### src/rtl/window_scan_ctrl.sv
// Sliding-window position generator: walks a WIN_SIZE window over each scaled image size
// descriptor in raster order. Optional macro WINDOW_SCAN_CTRL_WIN_COUNT_EN adds a per-frame window counter.
module window_scan_ctrl #(
  parameter int IMG_WIDTH  = 45,
  parameter int IMG_HEIGHT = 45,
  parameter int W_SCALE    = 4,
  parameter int WIN_SIZE   = 24,
  parameter int STEP       = 1,
  localparam int W_X       = $clog2(IMG_WIDTH),
  localparam int W_Y       = $clog2(IMG_HEIGHT)
) (
  input  logic               clk,
  input  logic               rst,
  input  logic               start,
  output logic               busy,
  output logic               done,
  input  logic               scale_desc_valid,
  output logic               scale_desc_ready,
  input  logic [W_X-1:0]     scale_desc_w,
  input  logic [W_Y-1:0]     scale_desc_h,
  input  logic               scale_desc_last,
`ifdef WINDOW_SCAN_CTRL_WIN_COUNT_EN
  output logic [31:0]        win_count,
`endif
  output logic               window_pos_valid,
  input  logic               window_pos_ready,
  output logic               window_pos_eot,
  output logic [W_SCALE-1:0] window_pos_scale,
  output logic [W_X-1:0]     window_pos_x,
  output logic [W_Y-1:0]     window_pos_y
);

  typedef enum logic [1:0] {S_IDLE, S_LOAD, S_SCAN, S_DONE} state_t;

  localparam logic [W_X:0] WIN_X  = (W_X+1)'(WIN_SIZE);
  localparam logic [W_Y:0] WIN_Y  = (W_Y+1)'(WIN_SIZE);
  localparam logic [W_X:0] STEP_X = (W_X+1)'(STEP);
  localparam logic [W_Y:0] STEP_Y = (W_Y+1)'(STEP);

  state_t               state_q, state_d;
  logic [W_SCALE-1:0]   scale_q, scale_d;
  logic [W_X-1:0]       x_q, x_d;
  logic [W_Y-1:0]       y_q, y_d;
  logic [W_X-1:0]       w_q, w_d;
  logic [W_Y-1:0]       h_q, h_d;
  logic                 last_q, last_d;

  logic [W_X:0]         x_ext, diff_x, x_max;
  logic [W_Y:0]         y_ext, diff_y, y_max;
  logic                 at_x_end, at_y_end, desc_fits, pos_hs;

  // Last legal origin is the largest stride multiple not exceeding size-WIN_SIZE.
  always_comb begin
    x_ext    = {1'b0, x_q};
    y_ext    = {1'b0, y_q};
    diff_x   = {1'b0, w_q} - WIN_X;
    diff_y   = {1'b0, h_q} - WIN_Y;
    x_max    = diff_x - (diff_x % STEP_X);
    y_max    = diff_y - (diff_y % STEP_Y);
    at_x_end = (x_ext >= x_max);
    at_y_end = (y_ext >= y_max);
    desc_fits = ({1'b0, scale_desc_w} >= WIN_X) && ({1'b0, scale_desc_h} >= WIN_Y);
    pos_hs   = (state_q == S_SCAN) && window_pos_ready;
  end

  always_ff @(posedge clk) begin
    if (rst) begin
      state_q <= S_IDLE;
      scale_q <= '0;
      x_q     <= '0;
      y_q     <= '0;
      w_q     <= '0;
      h_q     <= '0;
      last_q  <= 1'b0;
    end else begin
      state_q <= state_d;
      scale_q <= scale_d;
      x_q     <= x_d;
      y_q     <= y_d;
      w_q     <= w_d;
      h_q     <= h_d;
      last_q  <= last_d;
    end
  end

  always_comb begin
    state_d = state_q;
    scale_d = scale_q;
    x_d     = x_q;
    y_d     = y_q;
    w_d     = w_q;
    h_d     = h_q;
    last_d  = last_q;
    case (state_q)
      S_IDLE: begin
        if (start) begin
          state_d = S_LOAD;
          scale_d = '0;
        end
      end
      S_LOAD: begin
        if (scale_desc_valid) begin
          w_d    = scale_desc_w;
          h_d    = scale_desc_h;
          last_d = scale_desc_last;
          if (desc_fits) begin
            state_d = S_SCAN;
            x_d     = '0;
            y_d     = '0;
          end else begin
            // Undersized scale: consume its index without emitting anything.
            scale_d = scale_q + 1'b1;
            state_d = scale_desc_last ? S_DONE : S_LOAD;
          end
        end
      end
      S_SCAN: begin
        if (window_pos_ready) begin
          if (!at_x_end) begin
            x_d = W_X'(x_ext + STEP_X);
          end else if (!at_y_end) begin
            x_d = '0;
            y_d = W_Y'(y_ext + STEP_Y);
          end else begin
            scale_d = scale_q + 1'b1;
            state_d = last_q ? S_DONE : S_LOAD;
          end
        end
      end
      S_DONE: state_d = S_IDLE;
      default: state_d = S_IDLE;
    endcase
  end

  always_comb begin
    busy             = (state_q != S_IDLE);
    done             = (state_q == S_DONE);
    scale_desc_ready = (state_q == S_LOAD);
    window_pos_valid = (state_q == S_SCAN);
    window_pos_eot   = (state_q == S_SCAN) && last_q && at_x_end && at_y_end;
    window_pos_scale = scale_q;
    window_pos_x     = x_q;
    window_pos_y     = y_q;
  end

`ifdef WINDOW_SCAN_CTRL_WIN_COUNT_EN
  logic [31:0] cnt_q, cnt_d;

  always_comb begin
    cnt_d = cnt_q;
    if ((state_q == S_IDLE) && start) begin
      cnt_d = '0;
    end else if (pos_hs) begin
      cnt_d = cnt_q + 32'd1;
    end
  end

  always_ff @(posedge clk) begin
    if (rst) begin
      cnt_q <= '0;
    end else begin
      cnt_q <= cnt_d;
    end
  end

  assign win_count = cnt_q;
`else
  logic unused_hs;
  assign unused_hs = pos_hs;
`endif

endmodule
### config.mk
export PLATFORM = sky130hd
export DESIGN_NAME = window_scan_ctrl
export DESIGN_NICKNAME = d
export VERILOG_FILES = /design/src/rtl/window_scan_ctrl.sv
export SDC_FILE = /design/constraint.sdc
export NUM_CORES = 1
export LEC_CHECK = 0
export CORE_MARGIN = 8
export CORE_UTILIZATION = 51
export CTS_CLUSTER_DIAMETER = 150
export DETAILED_ROUTE_END_ITERATION = 7
export GPL_TIMING_DRIVEN = 0
export HOLD_SLACK_MARGIN = 0.12
export PLACE_DENSITY = 0.82
export RECOVER_POWER = 25
export SLEW_MARGIN = 5
export SYNTH_ARGS = -nofsm -noshare
export SYNTH_HDL_FRONTEND = slang
export SYNTH_SLANG_ARGS = --single-unit
### constraint.sdc
create_clock -name clk -period 2.47 [get_ports clk]
set_input_delay 0.494 -clock clk [delete_from_list [all_inputs] [get_ports clk]]
set_output_delay 0.494 -clock clk [all_outputs]
set_load 0.01 [all_outputs]
* Word-level counts from Yosys, hierarchy flattened
Index checks and enable logic that the tools add are counted. Widths: inputs -> output; s select.
Storage, ports and cells: register bits after elaboration 31, input bits 18, output and inout port bits 21
Operators by class: add/sub/neg operators 5, magnitude comparators 4, equality and inequality tests 12, mux-type cells 26, reduce and logical (&&, ||, !) cells 13
Operator list (number):
- $mux 6 | 8
- $mux 4 | 6
- $pmux 6 s2 | 2
- $mux 2 | 8
- $ge 6x7->1 | 2
- $sub 6x5->7 const B | 2
- $add 6x1->6 const B | 2
- $ge 6x5->1 const B | 2
- $pmux 4 s3 | 1
- $reduce_and 5->1 | 2
- $ne 2x1->1 const B | 4
- $ne 2x2->1 const B | 4
- $pmux 2 s4 | 1
- $reduce_and 7->1 | 1
- $reduce_and 6->1 | 1
- $add 4x1->4 const B | 1
- $eq 2x2->1 const B | 2
- $logic_and 1x1->1 | 4
- $reduce_bool 2->1 | 2
- $ne 3x3->1 const B | 1
- $reduce_bool 3->1 | 1
- $eq 2x1->1 const B | 1
- $logic_not 2->1 | 1
- $reduce_and 2->1 | 1

* Depth between registers and ports, before layout
word-level depth 6, mapped depth 10, depth with buffers taken out 9

* Worst setup path after synthesis
OpenSTA, ideal clock, no wires.
kind reg-to-reg, start point register w_q[3], end point register x_q[4], in the netlist window_pos_x[4], library setup time 0.070 ns, data arrival time 2.136 ns, required time 2.400 ns, slack 0.264 ns, cell stages (with the launch flop) 10, path through dfxtp_1 > ha_1 > xor2_1 > ha_1 > a21oi_1 > a211oi_1 > a21oi_1 > o21ai_2 > or3_1 > a21oi_1
On the way: longest elaborated chain between the ends 5, elaborated cells on any way between the ends 7
RTL lines:
- from (decl) | RTL line 44 | logic [W_X-1:0] w_q, w_d;
- from (signal assigned) | RTL line 80 | w_q <= w_d;
- $sub 6x5->7 * | RTL line 56 | diff_x = {1'b0, w_q} - WIN_X;
- $ge 6x7->1 * | RTL line 60 | at_x_end = (x_ext >= x_max);
- $mux 6 | RTL line 119 | if (!at_x_end) begin
- $mux 6 | RTL line 118 | if (window_pos_ready) begin
- $pmux 6 s2 | RTL line 94 | case (state_q)
- to (signal assigned) | RTL line 70 | x_q <= '0;
- to (signal assigned) | RTL line 78 | x_q <= x_d;
- to (decl) | RTL line 42 | logic [W_X-1:0] x_q, x_d;
Mark *: on every way between the ends. The rest lies on a longest branch, timed or not. The select of a mux whose other input is x is not followed. A chain may end at the register's enable or synchronous reset.

* Worst setup path in the final report
start point register w_q[3], end point output window_pos_eot
On the way: longest elaborated chain between the ends 4
RTL lines:
- $sub 6x5->7 | RTL line 56
- $ge 6x7->1 | RTL line 60
- $logic_and 1x1->1 (2 in a row) | RTL line 140 | window_pos_eot = (state_q == S_SCAN) && last_q && at_x_end && at_y_end;
- to (decl) | RTL line 27 | output logic window_pos_eot,
No other way between the ends.

==> run metrics <==
uppermost layer routed met4; DRT Pass-1 Iters 4; Clock Latency Late Sink 0.29 ns; Post-synth EDFFs 0; failing checks setup timing; DR WL/cell 13.5 um; num rows 22; Die W 76.6 um; wirelength, routed 4.48 mm; non-filler cells in the finished layout 333; CP max stage delay 0.35 ns; vias in the first global route 1836; CTS H-tree lvls 2; CP required 1.98 ns; Final Hold Viols 0; Worst Setup Start Kind flop; All-Layer GR Usage 15.8%; Fillers 305; max-cap violations 0; Slowest-stage cell, CP dfxtp_2; Hold WS 0.461 ns; largest net degree at the start of global routing 11; Worst Max-Slew Pin Slew 0.462 ns; IO Pins 39; Initial Util 51.9%; worst clock skew 0.00744 ns; cell count after synthesis 236; clock-pin slew of the registers on the worst-case setup and hold paths 0.07 ns; WL met2 2.21 mm; Cells after DPL 322; hold path cells 2; Mapped Area 1870 sq um; DIE AREA 5860 sq um; P_int 0.902 mW; post-route ant nets 0; CP Launch Point w_q[3]; antenna cells 0; asr flop ratio synth 0%; gr ovfl total 0; Post-synth top flop dfxtp_1; most common cell in the netlist nand2_1; distinct cell type count after synthesis 42; LEAKAGE 0.965 nW; core area 3610 sq um; final worst setup slack -0.0628 ns; worst reg-to-reg path cell count 10; status finished, violations left; storage element area 622 sq um; critical path buffer and inverter count 2; Final Setup Violations 1; CP Class flop to output port; CTS buffer count 5; Crit path arrival time 2.04 ns; vias per cell 5.44; R2R setup slack 0.07 ns; hold path start h_q[2]; Post-synth top cells nand2_1 (38), a21oi_1 (31), dfxtp_1 (31); r2r startpoint w_q[3]; Synth area leader dfxtp_1; Max Slew Vio Count 0; Fmax achieved 395 MHz; Multi-input gate area 1220 sq um; Nets 324; Worst slew margin 69.2%; TritonCTS clock tree done; Seq pwr share 41.7%; CP max FO 4; Comb pwr share 29.7%; Hold WC Path Type flop to flop; CTS Hold Bufs 0; hpwl dp 3.34 mm; Worst VDD drop 339 uV; synthesized area per cell 7.93 sq um; design area 2470 sq um; Final Cycle Share 103%; routed wl met3 238 um; placed instance area 2310 sq um; share of cells above drive strength 1 11.2%; Endpoint, Worst Hold h_q[2]; # DRC 0; reg-to-reg endpoint window_pos_y[2]; cell family contributing the most delay on the critical path adder cells; post-synthesis register bit count 31; syn_nets 276; Iteration-0 DRC Markers 100; Root Buffer clkbuf_8; routability congestion estimate 0.821; Area contributors post-synth dfxtp_1 (33%), ha_1 (15%), a21oi_1 (8.3%), nand2_1 (7.6%), inv_1 (3.2%); first-pass GRT wire length 7.89 mm; Max clock buf depth 2; switch share 33.2%; Psw 0.448 mW; # clock sinks 31; wl on met1 1.97 mm; chip height 76.6 um; number of I/O port buffers 38; YS warnings 0; initial antenna violation count 0; power share of the clock group 28.6%; area delta synth->final 31.9%; Critical Path Sink Type output port; RSZ-0062 raised after global routing yes; cells along the critical path ha_1, xor2_1, ha_1, buf_4, nand4_1, nor2_2, a21oi_2, nor3_2, buf_2; pwr/cell area 547 nW/um^2; top cell type's share of synthesized area 33.2%; Via Count 1813; Seq/Total Area, Yosys 33.2%; fin crit period 2.53 ns; most used cell, CP ha_1
[logic make-up after synthesis]
logic type	after synthesis	share of synthesized area, %
multiplexers	3	1.60
AND/OR/NAND/NOR	87	22.3
XOR/XNOR	6	2.81
flip-flops	31	33.2
adder cells (fa/ha/maj)	22	14.7
AO/OA/AOI/OAI	66	21.0
buffers and inverters	21	4.48
[layout by cell type (no fill, tap or decap), types with 5 or more instances in the layout]
cell,instances
clkbuf_8,5
dlygate4sd3_1,8
a21oi_2,7
nand3_1,10
inv_1,16
clkdlybuf4s50_1,29
nand2_1,38
dfxtp_1,30
nor2_1,9
ha_1,22
xor2_1,5
a21oi_1,27
o21ai_0,10
[area by class of cell]
| cell class | instances | share of cell area [%] |
|---|---|---|
| Buffer | 5 | 0.963 |
| Clock buffer | 5 | 2.79 |
| Clock inverter | 3 | 0.608 |
| Inverter | 16 | 2.43 |
| Multi-Input combinational cell | 184 | 49.5 |
| Sequential cell | 31 | 25.2 |
| Tap cell | 48 | 2.43 |
| Timing Repair Buffer | 41 | 16.1 |
[worst max path at each step]
stage	end	slack, ns	cells past startpoint
after floorplan	window_pos_x[4]	0.26	9
final	window_pos_eot	-0.06	9
after global routing	window_pos_eot	-0.19	8
after global placement	window_pos_eot	-0.36	8
after detailed placement	window_pos_eot	-0.35	8
after CTS	window_pos_eot	-0.04	9
[power by group through the flow]
stage | registers, mW | clock network [mW] | logic, mW
global route | 0.567 | 0.417 | 0.451
global placement | 0.572 | 0 | 0.378
CTS | 0.562 | 0.395 | 0.393
detailed placement | 0.572 | 0 | 0.385
floorplan | 0.572 | 0 | 0.254
finish | 0.563 | 0.386 | 0.402
[per-layer routing]
metal | GRT usage (%) | up-vias
met2 | 27.5 | 49
met1 | 17.4 | 830
met4 | 5.00 | 0
li1 | - | 924
met3 | 5.54 | 10
met5 | 0 | -
[worst min-delay path: stages (launching register included)]
cell and delay (ns):
dfxtp_1 0.31, nand2_1 0.05, a21oi_1 0.05
[per-stage QoR]
stage	power (mW)	worst slack (ns)	util [%]	setup TNS [ns]
floorplan	0.826	0.264	-	0
global placement	0.950	-0.359	64.1	-0.359
detailed placement	0.957	-0.353	64.1	-0.353
CTS	1.35	-0.0436	67.5	-0.0436
global route	1.44	-0.189	68.5	-0.461
finish	1.35	-0.0628	68.5	-0.0628
[registers in the layout (all words and copies together) (netlist names)]
| register | flops |
|---|---|
| h_q | 6 |
| w_q | 6 |
| window_pos_x | 6 |
| window_pos_y | 6 |
| window_pos_scale | 4 |
| state_q | 2 |
| last_q | 1 |
[timing repair]
action / CTS / global route
gates resized for setup: 10 / 8
pin swaps: 2 / 1
gates cloned: 0 / 0
setup endpoints to repair: 2 / 13
buffers inserted: 3 / 0
Power figures use the tool's default switching activity.
==> RTL edit, RTL diff (same flow settings) <==
The option `WINDOW_SCAN_CTRL_WIN_COUNT_EN` is turned on by a define.
--- a/src/rtl/window_scan_ctrl.sv
+++ b/src/rtl/window_scan_ctrl.sv
@@ -1,5 +1,7 @@
 // Sliding-window position generator: walks a WIN_SIZE window over each scaled image size
 // descriptor in raster order. Optional macro WINDOW_SCAN_CTRL_WIN_COUNT_EN adds a per-frame window counter.
+`define WINDOW_SCAN_CTRL_WIN_COUNT_EN
+
 module window_scan_ctrl #(
   parameter int IMG_WIDTH  = 45,
   parameter int IMG_HEIGHT = 45,
Check against the original RTL (old outputs only; new: win_count): equivalent (equiv_simple and equiv_induct, registers matched by name and starting in step).
==> RTL edit against the unedited design <==
The run still ends with negative setup slack left. Sequential cell count rose by 32. Critical path depth shrank 1. Maximum frequency fell by 0.90%. First-iteration DRC count increased by 120%. Synthesized area grew 77%. Non-clock buffer count rose by 46. Power up 110%. Worst setup slack worse by 0.023 ns. Wire length is 110% higher. Worst hold slack worse by 0.0049 ns. Sequential power up 95%. Final area is 86% higher. Critical path type unchanged. Largest cell class unchanged.
==> RTL edit: results (changes against the unedited design) <==
- Outcome: finished with violations (unchanged)
- Violated checks: negative setup slack (unchanged)
- Setup violators final: 1 (unchanged)
- Final worst slack: -0.0857 ns (was -0.0628 ns)
- Largest net degree at the start of global routing: 12 (was 11)
- Synth unique cells: 45 (was 42)
- Worst slack, placed: -0.471 ns (was -0.353 ns)
- Placed cell area: 0.00410 mm² (was 0.00231 mm²)
- Worst Tran Pin Value: 0.562 ns (was 0.462 ns)
- Routed WL: 9.21 mm (was 4.48 mm)
- Sw frac: 31.4% (was 33.2%)
- Port Buffer Count: 70 (was 38)
- Post-synth net total: 439 (was 276)
- Skew final: 0.00951 ns (was 0.00744 ns)
- GP Congestion: 0.883 (was 0.821)
- Largest stage delay, worst path: 0.38 ns (was 0.35 ns)
- Synth cell count leaders: dfxtp_1, nand2_1, nor2_1 (was nand2_1, a21oi_1, dfxtp_1)
- Total CTS buffers: 9 (was 5)
- Post-DP HPWL: 6.16 mm (was 3.34 mm)
- Global Route Usage Sum: 19.4% (was 15.8%)
- Layout cells sized above 1: 14.2% (was 11.2%)
- Clk_lat worst skew: 0.35 ns (was 0.29 ns)
- Sequential share of the synthesized area: 38.1% (was 33.2%)
- CP max FO: 2 (was 4)
- CP arrival: 2.06 ns (was 2.04 ns)
- Global-route wire length before repair: 14.2 mm (was 7.89 mm)
- Vias in the first global route: 3,045 (was 1,836)
- Post-Synth Adder-Cell Area: 8.70% (was 14.7%)
- Pre-Repair DR Iteration Count: 5 (was 4)
- Initial drt markers: 219 (was 100)
- Post-synthesis compound-gate area fraction: 13.2% (was 21.0%)
- Drt via density: 5.62 (was 5.44)
- Final net count: 530 (was 324)
- RR Endpoint: state_q[0]$_SDFFE_PP0P_ (was window_pos_y[2]$_SDFFE_PP0P_)
- Leak: 1.83 nW (was 0.965 nW)
- XOR/XNOR Fraction of Synth Area: 8.21% (was 2.81%)
RTL edit: cell types whose count changed in the layout (fill, tap and decap cells not counted), sizes merged, moves of 5 or more:
cell,before,now
and3,2,12
buf,7,14
clkbuf,7,19
clkdlybuf4s50,29,43
dfxtp,31,63
dlygate4sd3,8,26
inv,16,21
nand2,38,58
nand3,11,20
nor2,11,43
nor3,2,9
o31ai,1,6
xnor2,1,9
xor2,5,22
RTL edit: worst min path at each step:
stage | startpoint | endpoint | slack, ns | cells past startpoint
after floorplan | h_q[1]$_SDFFE_PP0P_ | h_q[1]$_SDFFE_PP0P_ | 0.44 | 2
after detailed placement | w_q[1]$_SDFFE_PP0P_ | w_q[1]$_SDFFE_PP0P_ | 0.45 | 2
after global routing | h_q[0]$_SDFFE_PP0P_ | h_q[0]$_SDFFE_PP0P_ | 0.48 | 2
after CTS | w_q[1]$_SDFFE_PP0P_ | w_q[1]$_SDFFE_PP0P_ | 0.46 | 2
final | w_q[2]$_SDFFE_PP0P_ | w_q[2]$_SDFFE_PP0P_ | 0.46 | 2
after global placement | last_q$_SDFFE_PP0P_ | last_q$_SDFFE_PP0P_ | 0.44 | 2
RTL edit: layout make-up:
cell class                      instances  area [µm²]
Buffer                                 12        68.8
Clock buffer                           11         141
Clock inverter                          5        81.3
Fill cell                             477        1710
Inverter                               21        78.8
Multi-Input combinational cell        302        2080
Sequential cell                        63        1270
Tap cell                               77        96.3
Timing Repair Buffer                   80         782
RTL edit: power by group through the flow:
stage               Clock (W)  Combinational (W)  Sequential (W)
floorplan                   0           0.000394         0.00111
global placement            0           0.000562         0.00112
detailed placement          0           0.000582         0.00112
CTS                   0.00102           0.000612         0.00110
global route          0.00108           0.000740         0.00111
finish                0.00101           0.000687         0.00110
RTL edit: worst reg2reg max path: cells and delay by family (launching register included):
kind / cells / cell delay [ns]
simple gates: 2 / 0.21
buf+inv: 2 / 0.22
compound gates: 4 / 0.88
fa+ha+maj: 2 / 0.63
flops: 1 / 0.36
RTL edit: per-stage QoR:
stage               std cells  TNS, ns
global placement          545   -0.852
CTS                       567  -0.0299
detailed placement        545    -1.40
global route              571   -0.212
finish                    571  -0.0857
floorplan                 398        0
RTL edit: repair_timing:
item                       4_1_cts  5_1_grt
hold endpoints to repair         0        0
pin swaps                        9       19
setup endpoints to repair       15       22
resized for setup               25       26
gates cloned                     0        1
buffers inserted                 6        3
RTL edit: metal layers:
metal | global-route usage (%) | part of all wire [%] | wire length [µm]
met1 | 23.4 | 42 | 3910
met2 | 31.3 | 48 | 4410
met3 | 4.25 | 6.8 | 629
met4 | 10.6 | 2.7 | 252
met5 | 0 | 0 | 0
